`src/rtl/zeroriscy_mxbar_pkg.sv`:
```
// Shared types and defaults for the zero-riscy N x M crossbar.
// Slave j of the default map occupies bits [j*32 +: 32] of the base/mask vectors.
package zeroriscy_mxbar_pkg;

  localparam int MAX_IDX_W = 8;
  localparam int DEF_N_SLV = 3;
  localparam int DEF_AW    = 32;

  localparam logic [DEF_N_SLV*DEF_AW-1:0] DEF_SLV_BASE =
    {32'h4000_0000, 32'h8010_0000, 32'h8000_0000};
  localparam logic [DEF_N_SLV*DEF_AW-1:0] DEF_SLV_MASK =
    {32'hC000_0000, 32'hFFF0_0000, 32'hFFF0_0000};

  typedef struct packed {
    logic                 valid;
    logic [MAX_IDX_W-1:0] slv_idx;
    logic                 miss;
  } resp_t;

  function automatic int idx_w(input int n);
    return (n > 1) ? $clog2(n) : 1;
  endfunction

endpackage

```
`src/rtl/zeroriscy_rr_arb.sv`:
```
// Round-robin arbiter over N requesters; the search starts at the pointer,
// which moves one past the winner on every grant.
module zeroriscy_rr_arb
  import zeroriscy_mxbar_pkg::*;
#(
  parameter int N = 2
) (
  input  logic         clk,
  input  logic         reset,
  input  logic [N-1:0] req,
  output logic [N-1:0] gnt
);

  localparam int PW = idx_w(N);

  logic [PW-1:0] ptr_r;
  logic [PW-1:0] win_s;
  logic [PW-1:0] idx_s;
  logic          found_s;

  // First requester at or after the pointer, wrapping past N-1.
  always_comb begin
    win_s   = '0;
    idx_s   = '0;
    found_s = 1'b0;
    gnt     = '0;
    for (int k = 0; k < N; k++) begin
      idx_s = PW'((int'(ptr_r) + k) % N);
      if (!found_s && req[idx_s]) begin
        found_s = 1'b1;
        win_s   = idx_s;
      end else begin
        found_s = found_s;
      end
    end
    for (int i = 0; i < N; i++) begin
      gnt[i] = found_s && (win_s == PW'(i));
    end
  end

  // Pointer update; held when nothing is granted.
  always_ff @(posedge clk) begin
    if (reset) begin
      ptr_r <= '0;
    end else if (found_s) begin
      ptr_r <= (win_s == PW'(N - 1)) ? '0 : win_s + PW'(1);
    end else begin
      ptr_r <= ptr_r;
    end
  end

endmodule

```
`src/rtl/zeroriscy_mxbar.sv`:
```
// N-master x M-slave crossbar: window decode, per-slave round-robin, decode-error
// responses. Optional stall counters are built when ZERORISCY_MXBAR_STATS_EN is defined.
module zeroriscy_mxbar
  import zeroriscy_mxbar_pkg::*;
#(
  parameter int                    N_MST    = 2,
  parameter int                    N_SLV    = 3,
  parameter int                    AW       = 32,
  parameter int                    DW       = 32,
  parameter logic [N_SLV*AW-1:0]   SLV_BASE = DEF_SLV_BASE,
  parameter logic [N_SLV*AW-1:0]   SLV_MASK = DEF_SLV_MASK
) (
  input  logic                    clk,
  input  logic                    reset,
`ifdef ZERORISCY_MXBAR_STATS_EN
  input  logic                    stat_clr,
  output logic [N_MST*32-1:0]     stat_stall,
`endif
  input  logic [N_MST-1:0]        m_req,
  input  logic [N_MST-1:0]        m_we,
  input  logic [N_MST*DW/8-1:0]   m_be,
  input  logic [N_MST*AW-1:0]     m_addr,
  input  logic [N_MST*DW-1:0]     m_wdata,
  output logic [N_MST-1:0]        m_gnt,
  output logic [N_MST-1:0]        m_rvalid,
  output logic [N_MST*DW-1:0]     m_rdata,
  output logic [N_MST-1:0]        m_err,
  output logic [N_SLV-1:0]        s_req,
  output logic [N_SLV-1:0]        s_we,
  output logic [N_SLV*DW/8-1:0]   s_be,
  output logic [N_SLV*AW-1:0]     s_addr,
  output logic [N_SLV*DW-1:0]     s_wdata,
  input  logic [N_SLV*DW-1:0]     s_rdata,
  input  logic [N_SLV-1:0]        s_err
);

  localparam int BW = DW / 8;

  logic [MAX_IDX_W-1:0] sel_idx_s [N_MST];
  logic [N_MST-1:0]     hit_s;
  logic [N_MST-1:0]     miss_s;
  logic [N_MST-1:0]     slv_req_s [N_SLV];
  logic [N_MST-1:0]     slv_gnt_s [N_SLV];
  resp_t                resp_r    [N_MST];

  // Address decode; the downward scan lets the lowest matching window win.
  always_comb begin
    for (int i = 0; i < N_MST; i++) begin
      sel_idx_s[i] = '0;
      hit_s[i]     = 1'b0;
      for (int j = N_SLV - 1; j >= 0; j--) begin
        if ((m_addr[i*AW +: AW] & SLV_MASK[j*AW +: AW]) == SLV_BASE[j*AW +: AW]) begin
          sel_idx_s[i] = MAX_IDX_W'(j);
          hit_s[i]     = 1'b1;
        end else begin
          sel_idx_s[i] = sel_idx_s[i];
        end
      end
      miss_s[i] = m_req[i] && !reset && !hit_s[i];
    end
  end

  // Per-slave request vectors, masked while reset is high.
  always_comb begin
    for (int j = 0; j < N_SLV; j++) begin
      for (int i = 0; i < N_MST; i++) begin
        slv_req_s[j][i] = m_req[i] && !reset && hit_s[i] &&
                          (sel_idx_s[i] == MAX_IDX_W'(j));
      end
    end
  end

  for (genvar j = 0; j < N_SLV; j++) begin : g_arb
    zeroriscy_rr_arb #(.N(N_MST)) u_arb (
      .clk   (clk),
      .reset (reset),
      .req   (slv_req_s[j]),
      .gnt   (slv_gnt_s[j])
    );
  end

  // Master grants: decode misses are accepted without arbitration.
  always_comb begin
    for (int i = 0; i < N_MST; i++) begin
      m_gnt[i] = miss_s[i];
      for (int j = 0; j < N_SLV; j++) begin
        m_gnt[i] = m_gnt[i] | slv_gnt_s[j][i];
      end
    end
  end

  // Slave-side AND-OR mux from the one-hot winner; all zero when idle.
  always_comb begin
    s_req   = '0;
    s_we    = '0;
    s_be    = '0;
    s_addr  = '0;
    s_wdata = '0;
    for (int j = 0; j < N_SLV; j++) begin
      s_req[j] = |slv_gnt_s[j];
      for (int i = 0; i < N_MST; i++) begin
        s_we[j]              = s_we[j] | (slv_gnt_s[j][i] & m_we[i]);
        s_be[j*BW +: BW]     = s_be[j*BW +: BW] | ({BW{slv_gnt_s[j][i]}} & m_be[i*BW +: BW]);
        s_addr[j*AW +: AW]   = s_addr[j*AW +: AW] | ({AW{slv_gnt_s[j][i]}} & m_addr[i*AW +: AW]);
        s_wdata[j*DW +: DW]  = s_wdata[j*DW +: DW] | ({DW{slv_gnt_s[j][i]}} & m_wdata[i*DW +: DW]);
      end
    end
  end

  // One-cycle response tracker per master.
  always_ff @(posedge clk) begin
    for (int i = 0; i < N_MST; i++) begin
      if (reset) begin
        resp_r[i] <= '0;
      end else begin
        resp_r[i].valid   <= m_gnt[i];
        resp_r[i].slv_idx <= sel_idx_s[i];
        resp_r[i].miss    <= miss_s[i];
      end
    end
  end

  // Response routing; a pending response is suppressed while reset is high.
  always_comb begin
    m_rvalid = '0;
    m_rdata  = '0;
    m_err    = '0;
    for (int i = 0; i < N_MST; i++) begin
      m_rvalid[i] = resp_r[i].valid && !reset;
      m_err[i]    = m_rvalid[i] && resp_r[i].miss;
      for (int j = 0; j < N_SLV; j++) begin
        if (m_rvalid[i] && !resp_r[i].miss && (resp_r[i].slv_idx == MAX_IDX_W'(j))) begin
          m_rdata[i*DW +: DW] = s_rdata[j*DW +: DW];
          m_err[i]            = s_err[j];
        end else begin
          m_rdata[i*DW +: DW] = m_rdata[i*DW +: DW];
        end
      end
    end
  end

`ifdef ZERORISCY_MXBAR_STATS_EN
  logic [31:0] stall_r [N_MST];

  // Saturating stall counters; clear wins over increment.
  always_ff @(posedge clk) begin
    for (int i = 0; i < N_MST; i++) begin
      if (reset || stat_clr) begin
        stall_r[i] <= 32'd0;
      end else if (m_req[i] && !m_gnt[i] && (stall_r[i] != 32'hFFFF_FFFF)) begin
        stall_r[i] <= stall_r[i] + 32'd1;
      end else begin
        stall_r[i] <= stall_r[i];
      end
    end
  end

  // Flatten counters onto the stat port.
  always_comb begin
    stat_stall = '0;
    for (int i = 0; i < N_MST; i++) begin
      stat_stall[i*32 +: 32] = stall_r[i];
    end
  end
`endif

endmodule

```
`config.mk`:
```
export PLATFORM = sky130hd
export DESIGN_NAME = zeroriscy_mxbar
export DESIGN_NICKNAME = d
export VERILOG_FILES = /design/src/rtl/zeroriscy_mxbar_pkg.sv /design/src/rtl/zeroriscy_rr_arb.sv /design/src/rtl/zeroriscy_mxbar.sv
export SDC_FILE = /design/constraint.sdc
export NUM_CORES = 1
export LEC_CHECK = 0
export BUFFER_PORTS_ARGS = -buffer_cell sky130_fd_sc_hd__buf_2
export CAP_MARGIN = 5
export CORE_AREA = 2 2 202 204
export DETAILED_ROUTE_END_ITERATION = 12
export DIE_AREA = 0 0 204 206
export PLACE_DENSITY_LB_ADDON = 0.2
export SLEW_MARGIN = 20
export SYNTH_ARGS = -nofsm -noshare
export SYNTH_HDL_FRONTEND = slang
export SYNTH_SLANG_ARGS = --single-unit
```
`constraint.sdc`:
```
create_clock -name clk -period 6.54 [get_ports clk]
set_clock_uncertainty 0.2 [all_clocks]
set_input_delay 0.981 -clock clk [delete_from_list [all_inputs] [get_ports clk]]
set_output_delay 0.981 -clock clk [all_outputs]
set_load 0.01 [all_outputs]
```
==> results of run 1 <==
-- critical path, cell delays in order --
cell	delay (ns)
buf_2	0.11
nor4b_1	0.71
and4_1	0.30
buf_4	0.37
nand3_2	0.55
a32o_1	0.48
buf_2	0.14
-- layout by cell type, fill, tap and decap left out, types with 8 or more instances in the layout --
cell type,count
nor2_1,9
dfxtp_1,10
a2bb2oi_1,32
o21ai_0,66
o22ai_1,88
buf_2,498
inv_1,8
a32o_1,15
conb_1,22
mux2i_1,34
a22o_1,83
nand2_1,209
buf_4,19
nand3_1,29
-- per-stage QoR --
step	hold slack (ns)	cell area, um^2	cells	utilization
after floorplan	0.280	4660	773	-
after global placement	0.349	7510	1715	0.187
after detailed placement	0.332	7510	1715	0.187
after CTS	0.342	7590	1719	0.189
after global routing	0.385	7610	1721	0.189
final	0.341	7610	1721	0.189
-- cells by family (layout without fill, tap and decap cells) --
family	Yosys count	in the layout	share of synthesized area
AOI/OAI and AO/OA	296	296	0.466
and+or+nand+nor	294	294	0.285
buffers and inverters	116	531	0.126
muxes	34	34	0.0743
DFF	11	11	0.0481
other	1	23	0.000819
-- sequential cells by signal (all words and copies together), names as in the netlist --
register           flops
resp_r                 8
g_arb.u_arb.ptr_r      3
-- layer usage --
| layer | up-vias | wire length [um] | GRT usage |
|---|---|---|---|
| met5 | - | 55 | 0 |
| met4 | 8 | 1160 | 0.0502 |
| met3 | 64 | 2830 | 0.0268 |
| met2 | 477 | 16100 | 0.254 |
| met1 | 3735 | 13200 | 0.172 |
| li1 | 3658 | - | - |
-- worst paths after layout --
kind | slack, ns | to
setup / recovery | 1.69 | s_we[1]
hold / removal | 0.34 | g_arb[1].u_arb.ptr_r
setup reg to reg | 5.02 | resp_r[1][3]
hold reg to reg | 0.34 | g_arb[1].u_arb.ptr_r
-- cell type report --
cell class | count | area share
timing repair buffer | 519 | 0.350
antenna | 1 | 0.000329
inverter | 8 | 0.00395
sequential | 11 | 0.0291
multi-input combinational | 646 | 0.518
tap | 532 | 0.0875
clock buffer | 4 | 0.0104
-- power by group through the flow --
stage	clock network [W]	logic (W)	registers, W
4_1_cts	0.000112	0.000250	0.0000712
3_5_place_dp	0	0.000249	0.0000723
2_1_floorplan	0	0.0000932	0.0000716
3_3_place_gp	0	0.000248	0.0000722
6_report	0.000109	0.000249	0.0000712
5_1_grt	0.000115	0.000269	0.0000715
==> results.json, run 1 <==
{
  "grt_pass1_vias": 7365,
  "swShare": 0.406,
  "via_per_inst": 4.61,
  "io_buffers": 498,
  "fmax_ghz": 0.206,
  "clkLatencyLatePin_ns": 0.23,
  "ant_nets": 0,
  "synth.avg_cell_area_um2": 6.09,
  "p_leak_nw": 3.76,
  "internal_power_w": 0.000255,
  "total_power_w": 0.000429,
  "regToRegStartpoint": "g_arb[1].u_arb.ptr_r",
  "synthTopCellsByArea": "nand2_1 17%, a22o_1 16%, o22ai_1 12%, mux2i_1 7.4%, o21ai_0 7.2%",
  "rsz0062_at_grt": "false",
  "start_util": 0.114,
  "synthCells": 752,
  "endpoint_kind": "output port",
  "grt_usage": 0.143,
  "async_reset_ff_frac": 0,
  "drtPass1Iterations": 5,
  "tightest_slew_ns": 1.01,
  "antenna_found_initial": 7,
  "grt_pass1_wl_um": 46800,
  "critPathLaunchType": "input port",
  "power_frac_comb": 0.580,
  "syn2layout_area_growth_pct": 66.2,
  "critical_path_class": "in2out",
  "yosysSeqAreaShare": 0.0481,
  "hold_violations": 0,
  "p_seq_frac": 0.166,
  "dp_slack_ns": 1.76,
  "drcViolationCount": 0,
  "setup_tns_ns": 0,
  "dp_hpwl_um": 26300,
  "ctsHtreeMaxLevel": 1,
  "p_per_area_nw_per_um2": 56.4,
  "multi_input_area_um2": 3940,
  "nets": 1430,
  "ys_top_cells_by_count": "209 x nand2_1, 88 x o22ai_1, 83 x a22o_1",
  "synth_top_area_cell": "nand2_1",
  "core_area_um2": 40200,
  "hp-start": "g_arb[1].u_arb.ptr_r",
  "fin_crit_ns": 4.85,
  "vias": 7942,
  "drv_slew": 0,
  "cts.path.max_buffers": 2,
  "ys_seq_elements": 11,
  "holdPathStages": 2,
  "maxSlewHeadroom": 0.324,
  "grt_max_degree": 68,
  "overflow": 0,
  "ctsResizeCount": 0,
  "outcome": "finished, final reports clean",
  "num-fill-cells": 4709,
  "post-route-period-util": 0.742,
  "setup_viol": 0,
  "synth_edf_count": 0,
  "drive_gt1_frac": 0.455,
  "die_w_um": 204,
  "vdd.ir_drop.worst_v": 0.0000865,
  "seq_area_um2": 221,
  "arrival_ns": 3.67,
  "synth.top_cell.area_share": 0.171,
  "post_drt_wl_per_cell_um": 19.4,
  "layout_setup_ws_ns": 1.69,
  "critPathRequiredTime_ns": 5.36,
  "die_area_um2": 42000,
  "place.gp.congestion": 0.861,
  "p_sw_w": 0.000174,
  "core.rowCount": 74,
  "cts_buffers": 3,
  "ff2ff_path_depth": 4,
  "io_pins": 521,
  "synth_most_common_cell": "nand2_1",
  "maxCapViolations": 0,
  "p_clk_frac": 0.254,
  "worstSetupStartpoint": "m_addr[28]",
  "critical_path.max_fanout": 29,
  "cts_tree": "yes",
  "yosysWarnings": 0,
  "clkTransAtPathRegs_ns": 0.04,
  "cts_hold_repair.buffers": 0,
  "die_h_um": 206,
  "hold_path_class": "reg2reg",
  "synth.distinct_cells": 45,
  "cts_setup_buffers": 0,
  "cts.sinks": 11,
  "cts-root-buf": "clkbuf_16",
  "drt_iter0_markers": 521,
  "synth.cell_area_um2": 4580,
  "synth_flop_cell": "dfxtp_1",
  "routed_wl_um": 33400
}
(Power assumes the default switching activity.)
==> inputs of run 2 (changes only) <==
- clock period: 6.54 -> 4.5 ns (I/O delays scaled with it)
==> run 2 against run 1 <==
Net effect:
- clock power increased by 50%
- sequential cell count unchanged
- combinational power increased by 46%
- clock-buffer cell count unchanged
- register-to-register slack worse by 2.1 ns
- critical path depth down 1
- core utilization increased by 0.31 points
- sequential share of layout area hardly changed
- design area increased by 1.6%
- sequential power grew 45%
- total power up 47%
- non-clock buffer count rose by 5
- critical endpoint unchanged
==> results.json, run 2 (synthesis gave the netlist of run 1 again) <==
{
  "antenna_found_initial": 5,
  "p_leak_nw": 3.80,
  "endpoint_kind": "output port",
  "dp_hpwl_um": 26600,
  "cts_tree": "yes",
  "io_buffers": 498,
  "multi_input_area_um2": 3940,
  "final_cell_mix": "498 x buf_2, 209 x nand2_1, 88 x o22ai_1",
  "place.gp.congestion": 0.836,
  "critical_path.max_fanout": 15,
  "drcViolationCount": 0,
  "rsz0062_at_grt": "false",
  "cts_buffers": 3,
  "maxCapViolations": 0,
  "vias": 7877,
  "core_area_um2": 40200,
  "drive_gt1_frac": 0.457,
  "stdcell_area_um2": 7730,
  "io_pins": 521,
  "p_per_area_nw_per_um2": 81.5,
  "hold_violations": 0,
  "num-fill-cells": 4741,
  "routed_wl_um": 34100,
  "ctsResizeCount": 0,
  "cts.path.max_buffers": 2,
  "critical_path_class": "in2out",
  "cts-root-buf": "clkbuf_16",
  "start_util": 0.114,
  "cts.sinks": 11,
  "largest_reg_flops": 8,
  "die_w_um": 204,
  "core.rowCount": 74,
  "syn2layout_area_growth_pct": 68.9,
  "fmax_ghz": 0.258,
  "largest_register": "resp_r",
  "grt_pass1_vias": 7383,
  "clkLatencyLatePin_ns": 0.24,
  "ant_nets": 0,
  "hold_path_class": "reg2reg",
  "critPathLaunchType": "input port",
  "drt_iter0_markers": 465,
  "critPathRequiredTime_ns": 3.62,
  "drv_slew": 0,
  "fin_crit_ns": 3.87,
  "dpl-instance-area_um2": 7640,
  "die_h_um": 206,
  "post_drt_wl_per_cell_um": 19.7,
  "grt_max_degree": 68,
  "ctsHtreeMaxLevel": 1,
  "clkTransAtPathRegs_ns": 0.04,
  "largestRegisters": "resp_r x8, g_arb.u_arb.ptr_r x3",
  "nets": 1435,
  "post-route-period-util": 0.861,
  "maxSlewHeadroom": 0.500,
  "vdd.ir_drop.worst_v": 0.0000849,
  "overflow": 0,
  "via_per_inst": 4.56,
  "layout_commonest_cell": "buf_2",
  "total_power_w": 0.000630,
  "setup_tns_ns": 0,
  "grt_pass1_wl_um": 47700,
  "drtPass1Iterations": 5,
  "final_util": 0.192,
  "cts_hold_repair.buffers": 0,
  "arrival_ns": 3.00,
  "setup_viol": 0,
  "tightest_slew_ns": 0.748,
  "grt_usage": 0.146,
  "cts_setup_buffers": 0,
  "whs_ns": 0.347,
  "die_area_um2": 42000,
  "outcome": "finished, final reports clean",
  "seq_area_um2": 221
}
==> run 2: per-layer routing <==
layer | global-route usage | share of wire
met1 | 0.176 | 0.40
met4 | 0.0339 | 0.021
met5 | 0 | 0.00068
met3 | 0.0290 | 0.088
met2 | 0.263 | 0.49
==> run 2: critical path: stages <==
cell     delay (ns)
buf_2          0.11
nor4b_1        0.66
and4_1         0.46
nand3_2        0.48
a32o_1         0.45
buf_2          0.14
==> run 2: through the flow <==
stage,worst slack [ns],cells
after floorplan,1.33,773
after global placement,0.620,1720
after detailed placement,0.597,1720
after CTS,0.587,1724
after global routing,0.459,1726
final,0.626,1726
==> run 2: final timing paths <==
path / slack (ns) / endpoint / startpoint / cells past startpoint
max: 0.63 / s_we[1] / m_addr[28] / 6
min: 0.35 / g_arb[1].u_arb.ptr_r / g_arb[1].u_arb.ptr_r / 2
max reg2reg: 2.94 / resp_r[1][3] / g_arb[1].u_arb.ptr_r / 4
min reg2reg: 0.35 / g_arb[1].u_arb.ptr_r / g_arb[1].u_arb.ptr_r / 2
==> run 2: layout make-up <==
class	count	share of cell area
diodes	1	0.000324
clock buffers	4	0.0102
inverters	8	0.00388
multi-input cells	646	0.510
flip-flops and latches	11	0.0286
well taps	532	0.0861
repair buffers	524	0.361
==> run 2: power breakdown <==
group	switching [W]	total (W)	internal, W
logic	0.000210	0.000363	0.000153
registers	0.00000219	0.000103	0.000101
clock network	0.0000443	0.000163	0.000119
